[src/rtl/btn_pkg.sv]
// Shared definitions for the push-button conditioner: hold-state encoding,
// default timing for the 6 MHz system clock and counter-width helpers.
// Optional auto-repeat is enabled with `define BTN_AUTO_REPEAT_EN.
package btn_pkg;

  // Default timing constants for the 6 MHz system clock
  localparam int unsigned CLK_HZ          = 6_000_000;
  localparam int unsigned SYNC_STAGES_DEF = 2;
  localparam int unsigned STABLE_CYC_DEF  = 32_768;
  localparam int unsigned LONG_CYC_DEF    = 6_000_000;
  localparam int unsigned REPEAT_CYC_DEF  = 1_200_000;

  // Per-channel hold state
  typedef enum logic [1:0] {
    IDLE   = 2'd0,
    HELD   = 2'd1,
    REPEAT = 2'd2
  } hold_state_t;

  // Bits needed to hold values 0..max_val (at least one bit)
  function automatic int unsigned cnt_width(input int unsigned max_val);
    return (max_val < 1) ? 1 : $clog2(max_val + 1);
  endfunction

  function automatic int unsigned max_u(input int unsigned a, input int unsigned b);
    return (a > b) ? a : b;
  endfunction

  // Counter widths for the default timing
  localparam int unsigned DCNT_W_DEF = cnt_width(STABLE_CYC_DEF);
  localparam int unsigned HCNT_W_DEF = cnt_width(max_u(LONG_CYC_DEF, REPEAT_CYC_DEF));

endpackage

[src/rtl/btn_debounce_ch.sv]
// One button channel: synchroniser, debounce counter, press/release pulses
// and the hold FSM producing long-press and (optionally) auto-repeat pulses.
// Auto-repeat is present only when BTN_AUTO_REPEAT_EN is defined.
module btn_debounce_ch
  import btn_pkg::*;
#(
  parameter int unsigned SYNC_STAGES = SYNC_STAGES_DEF,
  parameter int unsigned STABLE_CYC  = STABLE_CYC_DEF,
  parameter int unsigned LONG_CYC    = LONG_CYC_DEF,
  parameter int unsigned REPEAT_CYC  = REPEAT_CYC_DEF
) (
  input  logic clk,
  input  logic rst,
  input  logic btn_in,
  output logic btn_level,
  output logic btn_press,
  output logic btn_release,
  output logic btn_long,
  output logic btn_repeat
);

  localparam int unsigned DCNT_W = cnt_width(STABLE_CYC);
  // Hold counter sized for both periods so the channel looks the same in either build
  localparam int unsigned HCNT_W = cnt_width(max_u(LONG_CYC, REPEAT_CYC));

  localparam logic [DCNT_W-1:0] DCNT_LAST = DCNT_W'(STABLE_CYC - 1);
  localparam logic [HCNT_W-1:0] LONG_LAST = HCNT_W'(LONG_CYC - 1);
`ifdef BTN_AUTO_REPEAT_EN
  localparam logic [HCNT_W-1:0] REPEAT_LAST = HCNT_W'(REPEAT_CYC - 1);
`else
  // Saturation value parking the counter once btn_long has fired
  localparam logic [HCNT_W-1:0] LONG_DONE = HCNT_W'(LONG_CYC);
`endif

  logic [SYNC_STAGES-1:0] sync_q;
  logic                   s;
  logic [DCNT_W-1:0]      dcnt_q;
  logic                   level_q;
  logic                   press_q;
  logic                   release_q;
  logic                   accept;
  logic                   rise;
  logic                   fall;

  hold_state_t            state_q;
  logic [HCNT_W-1:0]      hcnt_q;
  logic                   long_q;
`ifdef BTN_AUTO_REPEAT_EN
  logic                   repeat_q;
`endif

  // Synchroniser shift chain; s is the last stage
  always_ff @(posedge clk or posedge rst) begin
    if (rst) begin
      sync_q <= '0;
    end else begin
      sync_q <= {sync_q[SYNC_STAGES-2:0], btn_in};
    end
  end

  assign s = sync_q[SYNC_STAGES-1];

  // A change is accepted on the cycle the mismatch run reaches STABLE_CYC
  always_comb begin
    accept = (s != level_q) && (dcnt_q == DCNT_LAST);
    rise   = accept & s;
    fall   = accept & ~s;
  end

  // Debounce counter, debounced level and registered edge pulses
  always_ff @(posedge clk or posedge rst) begin
    if (rst) begin
      dcnt_q    <= '0;
      level_q   <= 1'b0;
      press_q   <= 1'b0;
      release_q <= 1'b0;
    end else begin
      press_q   <= rise;
      release_q <= fall;
      if (s == level_q) begin
        dcnt_q <= '0;
      end else if (accept) begin
        dcnt_q  <= '0;
        level_q <= s;
      end else begin
        dcnt_q <= dcnt_q + DCNT_W'(1);
      end
    end
  end

  // Hold FSM: release always wins and suppresses long/repeat in that cycle
  always_ff @(posedge clk or posedge rst) begin
    if (rst) begin
      state_q  <= IDLE;
      hcnt_q   <= '0;
      long_q   <= 1'b0;
`ifdef BTN_AUTO_REPEAT_EN
      repeat_q <= 1'b0;
`endif
    end else begin
      long_q   <= 1'b0;
`ifdef BTN_AUTO_REPEAT_EN
      repeat_q <= 1'b0;
`endif
      if (fall) begin
        state_q <= IDLE;
        hcnt_q  <= '0;
      end else begin
        unique case (state_q)
          IDLE: begin
            if (rise) begin
              state_q <= HELD;
              hcnt_q  <= '0;
            end
          end
          HELD: begin
`ifdef BTN_AUTO_REPEAT_EN
            if (hcnt_q == LONG_LAST) begin
              long_q  <= 1'b1;
              state_q <= REPEAT;
              hcnt_q  <= '0;
            end else begin
              hcnt_q <= hcnt_q + HCNT_W'(1);
            end
`else
            if (hcnt_q == LONG_LAST) begin
              long_q <= 1'b1;
              hcnt_q <= LONG_DONE;
            end else if (hcnt_q != LONG_DONE) begin
              hcnt_q <= hcnt_q + HCNT_W'(1);
            end
`endif
          end
`ifdef BTN_AUTO_REPEAT_EN
          REPEAT: begin
            if (hcnt_q == REPEAT_LAST) begin
              repeat_q <= 1'b1;
              hcnt_q   <= '0;
            end else begin
              hcnt_q <= hcnt_q + HCNT_W'(1);
            end
          end
`endif
          default: begin
            state_q <= IDLE;
            hcnt_q  <= '0;
          end
        endcase
      end
    end
  end

  assign btn_level   = level_q;
  assign btn_press   = press_q;
  assign btn_release = release_q;
  assign btn_long    = long_q;
`ifdef BTN_AUTO_REPEAT_EN
  assign btn_repeat  = repeat_q;
`else
  assign btn_repeat  = 1'b0;
`endif

endmodule

[src/rtl/btn_debounce_ext.sv]
// Multi-channel button conditioner: N_BTN independent debounce channels.
// Auto-repeat pulses are generated only when BTN_AUTO_REPEAT_EN is defined.
module btn_debounce_ext
  import btn_pkg::*;
#(
  parameter int unsigned N_BTN       = 5,
  parameter int unsigned SYNC_STAGES = SYNC_STAGES_DEF,
  parameter int unsigned STABLE_CYC  = STABLE_CYC_DEF,
  parameter int unsigned LONG_CYC    = LONG_CYC_DEF,
  parameter int unsigned REPEAT_CYC  = REPEAT_CYC_DEF
) (
  input  logic             clk,
  input  logic             rst,
  input  logic [N_BTN-1:0] btn_in,
  output logic [N_BTN-1:0] btn_level,
  output logic [N_BTN-1:0] btn_press,
  output logic [N_BTN-1:0] btn_release,
  output logic [N_BTN-1:0] btn_long,
  output logic [N_BTN-1:0] btn_repeat
);

  // One fully independent channel per button
  for (genvar i = 0; i < N_BTN; i++) begin : g_ch
    btn_debounce_ch #(
      .SYNC_STAGES (SYNC_STAGES),
      .STABLE_CYC  (STABLE_CYC),
      .LONG_CYC    (LONG_CYC),
      .REPEAT_CYC  (REPEAT_CYC)
    ) u_ch (
      .clk         (clk),
      .rst         (rst),
      .btn_in      (btn_in[i]),
      .btn_level   (btn_level[i]),
      .btn_press   (btn_press[i]),
      .btn_release (btn_release[i]),
      .btn_long    (btn_long[i]),
      .btn_repeat  (btn_repeat[i])
    );
  end

endmodule

[config.mk]
export PLATFORM = sky130hd
export DESIGN_NAME = btn_debounce_ext
export DESIGN_NICKNAME = d
export VERILOG_FILES = /design/src/rtl/btn_pkg.sv /design/src/rtl/btn_debounce_ch.sv /design/src/rtl/btn_debounce_ext.sv
export SDC_FILE = /design/constraint.sdc
export NUM_CORES = 1
export LEC_CHECK = 0
export ABC_CLOCK_PERIOD_IN_PS = 11400
export CORE_MARGIN = 4
export CORE_UTILIZATION = 51
export DETAILED_ROUTE_END_ITERATION = 8
export PLACE_DENSITY = 0.66
export SLEW_MARGIN = 40
export SYNTH_ARGS = -nofsm -noshare
export SYNTH_HDL_FRONTEND = slang
export SYNTH_SLANG_ARGS = --single-unit
[constraint.sdc]
create_clock -name clk -period 11.4 [get_ports clk]
set_input_delay 1.71 -clock clk [delete_from_list [all_inputs] [get_ports clk]]
set_output_delay 1.71 -clock clk [all_outputs]
set_load 0.01 [all_outputs]
# Word level (Yosys, flattened, before mapping)
# Cells that the tools add are included.
# word_totals
ff_bits	235
out_inout_bits	25
wordCells	205
# op_classes
n_addsub	10
eq_ne	45
n_mux	65
n_bitwise	20
n_reduce_logical	25
# op_table
cell	n
two-way mux 23 bit	20
one-hot mux 23 bit (2 select lines)	5
two-way mux 16 bit	10
adder 23 x 1 -> 23 bit (second input constant)	5
equality test 23 bit (second input constant)	5
inequality test 23 bit (second input constant)	5
adder 16 x 1 -> 16 bit (second input constant)	5
equality test 16 x 15 -> 1 bit (second input constant)	5
AND reduction 2 bit	15
two-way mux 2 bit	10
inequality test 4 x 1 -> 1 bit (second input constant)	5
one-hot mux 2 bit (2 select lines)	5
two-way mux 1 bit	15
inequality test 3 x 1 -> 1 bit (second input constant)	5
bitwise AND 1 bit	10
equality test 2 x 1 -> 1 bit (second input constant)	5
logical NOT 2 bit	5
inequality test 2 x 1 -> 1 bit (second input constant)	5
inverter 1 bit	10
equality test 1 bit	5
logical AND 1 bit	5
inequality test 1 bit	5

# Longest topological paths before layout
# logic_depth
ltp_word	6
mapped_depth	10
mapped_depth_nobuf	8

# Hierarchy
# Synthesis repeated with hierarchy kept, for this count alone.
# hier_totals
hier_cells	1266
area_unflattened_um2	12056.6
# modules_own_cells
module	n_inst	cells_per_inst	area_each_um2	seq_area_each_um2
btn_debounce_ch (g_ch[0].u_ch ...)	4	253	2416.1	1151.1
btn_debounce_ch (g_ch[4].u_ch)	1	254	2392.3	1151.1

# Worst setup path before layout
# OpenSTA, ideal clock, no wires.
# synth_timing
kind	register to register
startpoint	register g_ch[2].u_ch.dcnt_q[0]
endpoint	register g_ch[2].u_ch.hcnt_q[10]
arrival_time_ns	2.260
slack_ns	9.019
path_stages_with_launch	10
n_path_buf	3
period_less_slack_ns	2.381
path_cell_list	dfrtp_1 ha_1 nand3_1 or3_1 buf_2 o41a_1 and2_1 clkbuf_1 buf_2 a22o_1
# synth_via
elab_chain_cells	5
word_cells_on_any_way	8
classes_between	eq/ne (3); mux (1); bitwise (2); reduce/logical (2)
# synth_lines
item	line	text
from (decl)	btn_debounce_ch.sv:37	logic [DCNT_W-1:0] dcnt_q;
from (signal assigned)	btn_debounce_ch.sv:86	dcnt_q <= dcnt_q + DCNT_W'(1);
equality test 16 x 15 -> 1 bit (*)	btn_debounce_ch.sv:65	accept = (s != level_q) && (dcnt_q == DCNT_LAST);
logical AND 1 bit (*)	btn_debounce_ch.sv:65	
bitwise AND 1 bit (on tied branches)	btn_debounce_ch.sv:67, btn_debounce_ch.sv:66	
inequality test 4 x 1 -> 1 bit (no source line) or inequality test 3 x 1 -> 1 bit (tied branches)	-	
AND reduction 2 bit (no source line)	-	
to (signal assigned)	btn_debounce_ch.sv:130	hcnt_q <= hcnt_q + HCNT_W'(1);
to (decl)	btn_debounce_ch.sv:46	logic [HCNT_W-1:0] hcnt_q;
# Mark *: on every way between the ends. The rest lies on a longest branch, timed or not.
# A chain may end at the register's enable or synchronous reset.

# Final worst setup path
# layout_timing
startpoint	register g_ch[1].u_ch.level_q
endpoint	output port btn_level[1]
# layout_lines
item	line	text
from (decl)	btn_debounce_ch.sv:38	logic level_q;
from (signal assigned)	btn_debounce_ch.sv:84	level_q <= s;
to (decl)	btn_debounce_ext.sv:15	output logic [N_BTN-1:0] btn_level,
# No word-level cell between the ends.

==> impl_metrics.py <==
metrics = {
    "status": {
        "outcome": "finished, final reports clean",
    },
    "floorplan": {
        "initial_utilization_pct": 51.8,
        "die_area_um2": 26400,
        "die_h_um": 162,
        "core_um2": 23500,
        "io_pins": 32,
        "num_rows": 56,
        "die_w_um": 162,
    },
    "layout": {
        "drive_above_1_share_pct": 6.90,
        "fin_area_um2": 13400,
        "mostFrequentLayoutCell": "dfrtp_1",
        "insertedDiodeCount": 0,
        "nets": 1352,
        "area_delta_synth_final_pct": 10.3,
        "finalNonFillerCells": 1666,
        "mostFrequentLayoutCells": "dfrtp_1 (230), nor2_1 (168), nand2_1 (116), o21ai_0 (100), nand3_1 (93)",
    },
    "synth": {
        "synth.cell_area_um2": 12200,
        "synth_xor_xnor_area_share_pct": 5.33,
        "synthAdderAreaFrac_pct": 1.54,
        "synth_cell_type_count": 66,
        "synth-seq-cells": 230,
        "syn-instance-count": 1333,
        "yosys-top-cells-area": "dfrtp_1 (47%), nor2_1 (5.2%), o21ai_0 (4.1%)",
        "synth_mux_area_share_pct": 0.555,
        "synth_top_area_share_pct": 47.3,
        "synth_flop_cell": "dfrtp_1",
        "synth_compound_area_share_pct": 14.6,
        "synth_top_family_by_area": "simple AND/OR/NAND/NOR gates",
        "yosysTopAreaCell": "dfrtp_1",
        "yosys.area_share.simple_pct": 26.1,
        "syn_avg_cell_area_um2": 9.13,
        "yosysWarnings": 0,
        "ys_seq_area_share_pct": 47.3,
        "synth_async_sr_flop_share_pct": 100,
        "synth-edff-count": 0,
    },
    "global_route": {
        "grt_antenna_before_repair": 0,
        "grt_pass1_vias": 9030,
        "grt_pass1_wl_um": 43300,
        "grt_overflow": 0,
        "track_usage_pct": 19.1,
        "grt_max_degree": 110,
    },
    "placed_design": {
        "placed_cell_area_um2": 12600,
        "gp_congestion": 0.827,
        "place_inst": 1621,
        "dp_hpwl_um": 16300,
        "portBuffers": 26,
    },
    "worst_setup_path": {
        "regToRegStartpoint": "g_ch[3].u_ch.dcnt_q[0]",
        "reg2reg_to": "g_ch[3].u_ch.hcnt_q[3]",
        "reg2reg_depth": 9,
        "worstPathArrival_ns": 1.52,
        "cpPeakStageDelay_ns": 0.58,
        "critical_path_class": "reg -> out",
        "r2r_setup_slack_ns": 8.50,
        "cp_top_family": "buffers and inverters",
        "path_cells": "clkdlybuf4s50_1",
        "required_ns": 9.69,
        "critPathBufInv": 1,
        "cp-start-kind": "flop",
        "cp-end-kind": "primary output",
        "worst-path-max-fanout": 5,
        "cpMaxStageDelayCell": "clkdlybuf4s50_1",
    },
    "sta": {
        "slew_headroom_pct": 46.4,
        "rsz0062_at_grt": "false",
        "final_max_slew_viol_count": 0,
        "hold_violations": 0,
        "tightest_slew_ns": 0.804,
        "period_needed_ns": 3.23,
        "finalCritPeriodShare_pct": 28.3,
        "clock_skew_ns": 0.00917,
        "setup_viol": 0,
        "finalSetupTns_ns": 0,
        "fmax_ghz": 0.310,
    },
    "clock_tree": {
        "clockRootBuffer": "clkbuf_16",
        "hold_buffers": 0,
        "insertion_delay_ns": 0.52,
        "path_clk_slew_ns": 0.06,
        "cts_tree": "done",
        "cts_buffer_depth": 3,
        "cts_buffers": 26,
        "post_cts.repair.setup_buffers": 0,
        "ctsResizeCount": 0,
        "clock_sinks": 230,
        "htree_levels": 1,
    },
    "power": {
        "ir_drop_mv": 0.0834,
        "p_per_area_nw_per_um2": 124,
        "leakagePower_nw": 5.65,
    },
    "routing": {
        "drtAntennaViolNets": 0,
        "vias_per_cell": 5.73,
        "detail_route.wl_per_cell_um": 14.9,
        "first_pass_iters": 6,
        "drc": 0,
        "wl_um": 24800,
        "dr_total_vias": 9539,
        "drt_iter0_markers": 560,
    },
    "worst_hold_path": {
        "hold_class": "reg -> reg",
        "holdPathStages": 0,
        "hold_path_end": "g_ch[1].u_ch.sync_q[1]",
        "hold_path_startpoint": "g_ch[1].u_ch.sync_q[0]",
    },
    "flow_run": {
        "drv_cap": 0,
    },
}
-- registers in the layout, summed over array words and instances (netlist names) --
| signal | cells |
|---|---|
| g_ch.u_ch.state_q | 5 |
| g_ch.u_ch.btn_press | 5 |
| g_ch.u_ch.dcnt_q | 80 |
| g_ch.u_ch.btn_release | 5 |
| g_ch.u_ch.btn_long | 5 |
| g_ch.u_ch.sync_q | 10 |
| g_ch.u_ch.btn_level | 5 |
| g_ch.u_ch.hcnt_q | 115 |
-- cells in the mapped netlist (all sizes together) (31+ instances only) --
cell      n
dfrtp   230
nor2    173
nand2   116
o21ai   102
nand3    93
inv      47
nand4    46
nor3     42
xnor2    42
a22o     40
buf      39
xor2     32
clkbuf   31
-- worst max-delay path by stage --
stage | end | from | cells past startpoint
floorplan | g_ch[0].u_ch.btn_level | rst | 1
global placement | g_ch[4].u_ch.hcnt_q[16] | rst | 3
detailed placement | g_ch[4].u_ch.hcnt_q[16] | rst | 3
CTS | btn_level[1] | g_ch[1].u_ch.btn_level | 1
global route | btn_level[1] | g_ch[1].u_ch.btn_level | 1
finish | btn_level[1] | g_ch[1].u_ch.btn_level | 1
-- kinds of logic after synthesis --
| group | Yosys count |
|---|---|
| adders and majority gates | 15 |
| DFF | 230 |
| and+or+nand+nor | 627 |
| muxes | 6 |
| other | 1 |
| buffers and inverters | 117 |
| AOI/OAI and AO/OA | 263 |
| xor gates and xnor gates | 74 |
-- power breakdown --
group	total [mW]	switching, mW	internal, mW
sequential	0.828	0.00518	0.823
clock	0.809	0.324	0.485
combinational	0.0335	0.0256	0.00794
-- cell type report --
class                      instances  area (µm²)
clock buffer                      36         759
clock inverter                     9        73.8
fill                            2089       10100
inverter                          47         189
multi-input combinational        990        5910
sequential                       230        5760
tap                              319         399
timing repair buffer              35         335
-- metal layers --
layer,GRT usage (%),vias to the layer above,part of all wire [%]
met5,0,-,0
met2,30.5,179,45
met1,27.9,4578,49
li1,-,4740,-
met4,4.96,0,2.6
met3,2.30,42,3.2
-- per-stage QoR --
| step | total power [mW] | worst slack (ns) | utilization, % | hold WS [ns] |
|---|---|---|---|---|
| after global placement | 0.877 | 7.73 | 53.4 | 0.333 |
| final | 1.67 | 8.17 | 57.2 | 0.347 |
| after detailed placement | 0.877 | 7.73 | 53.5 | 0.336 |
| after CTS | 1.70 | 8.13 | 57.1 | 0.349 |
| after floorplan | 0.867 | 3.39 | - | 0.331 |
| after global routing | 1.73 | 8.11 | 57.2 | 0.352 |
Note: power is estimated with default switching activity, not from simulation.
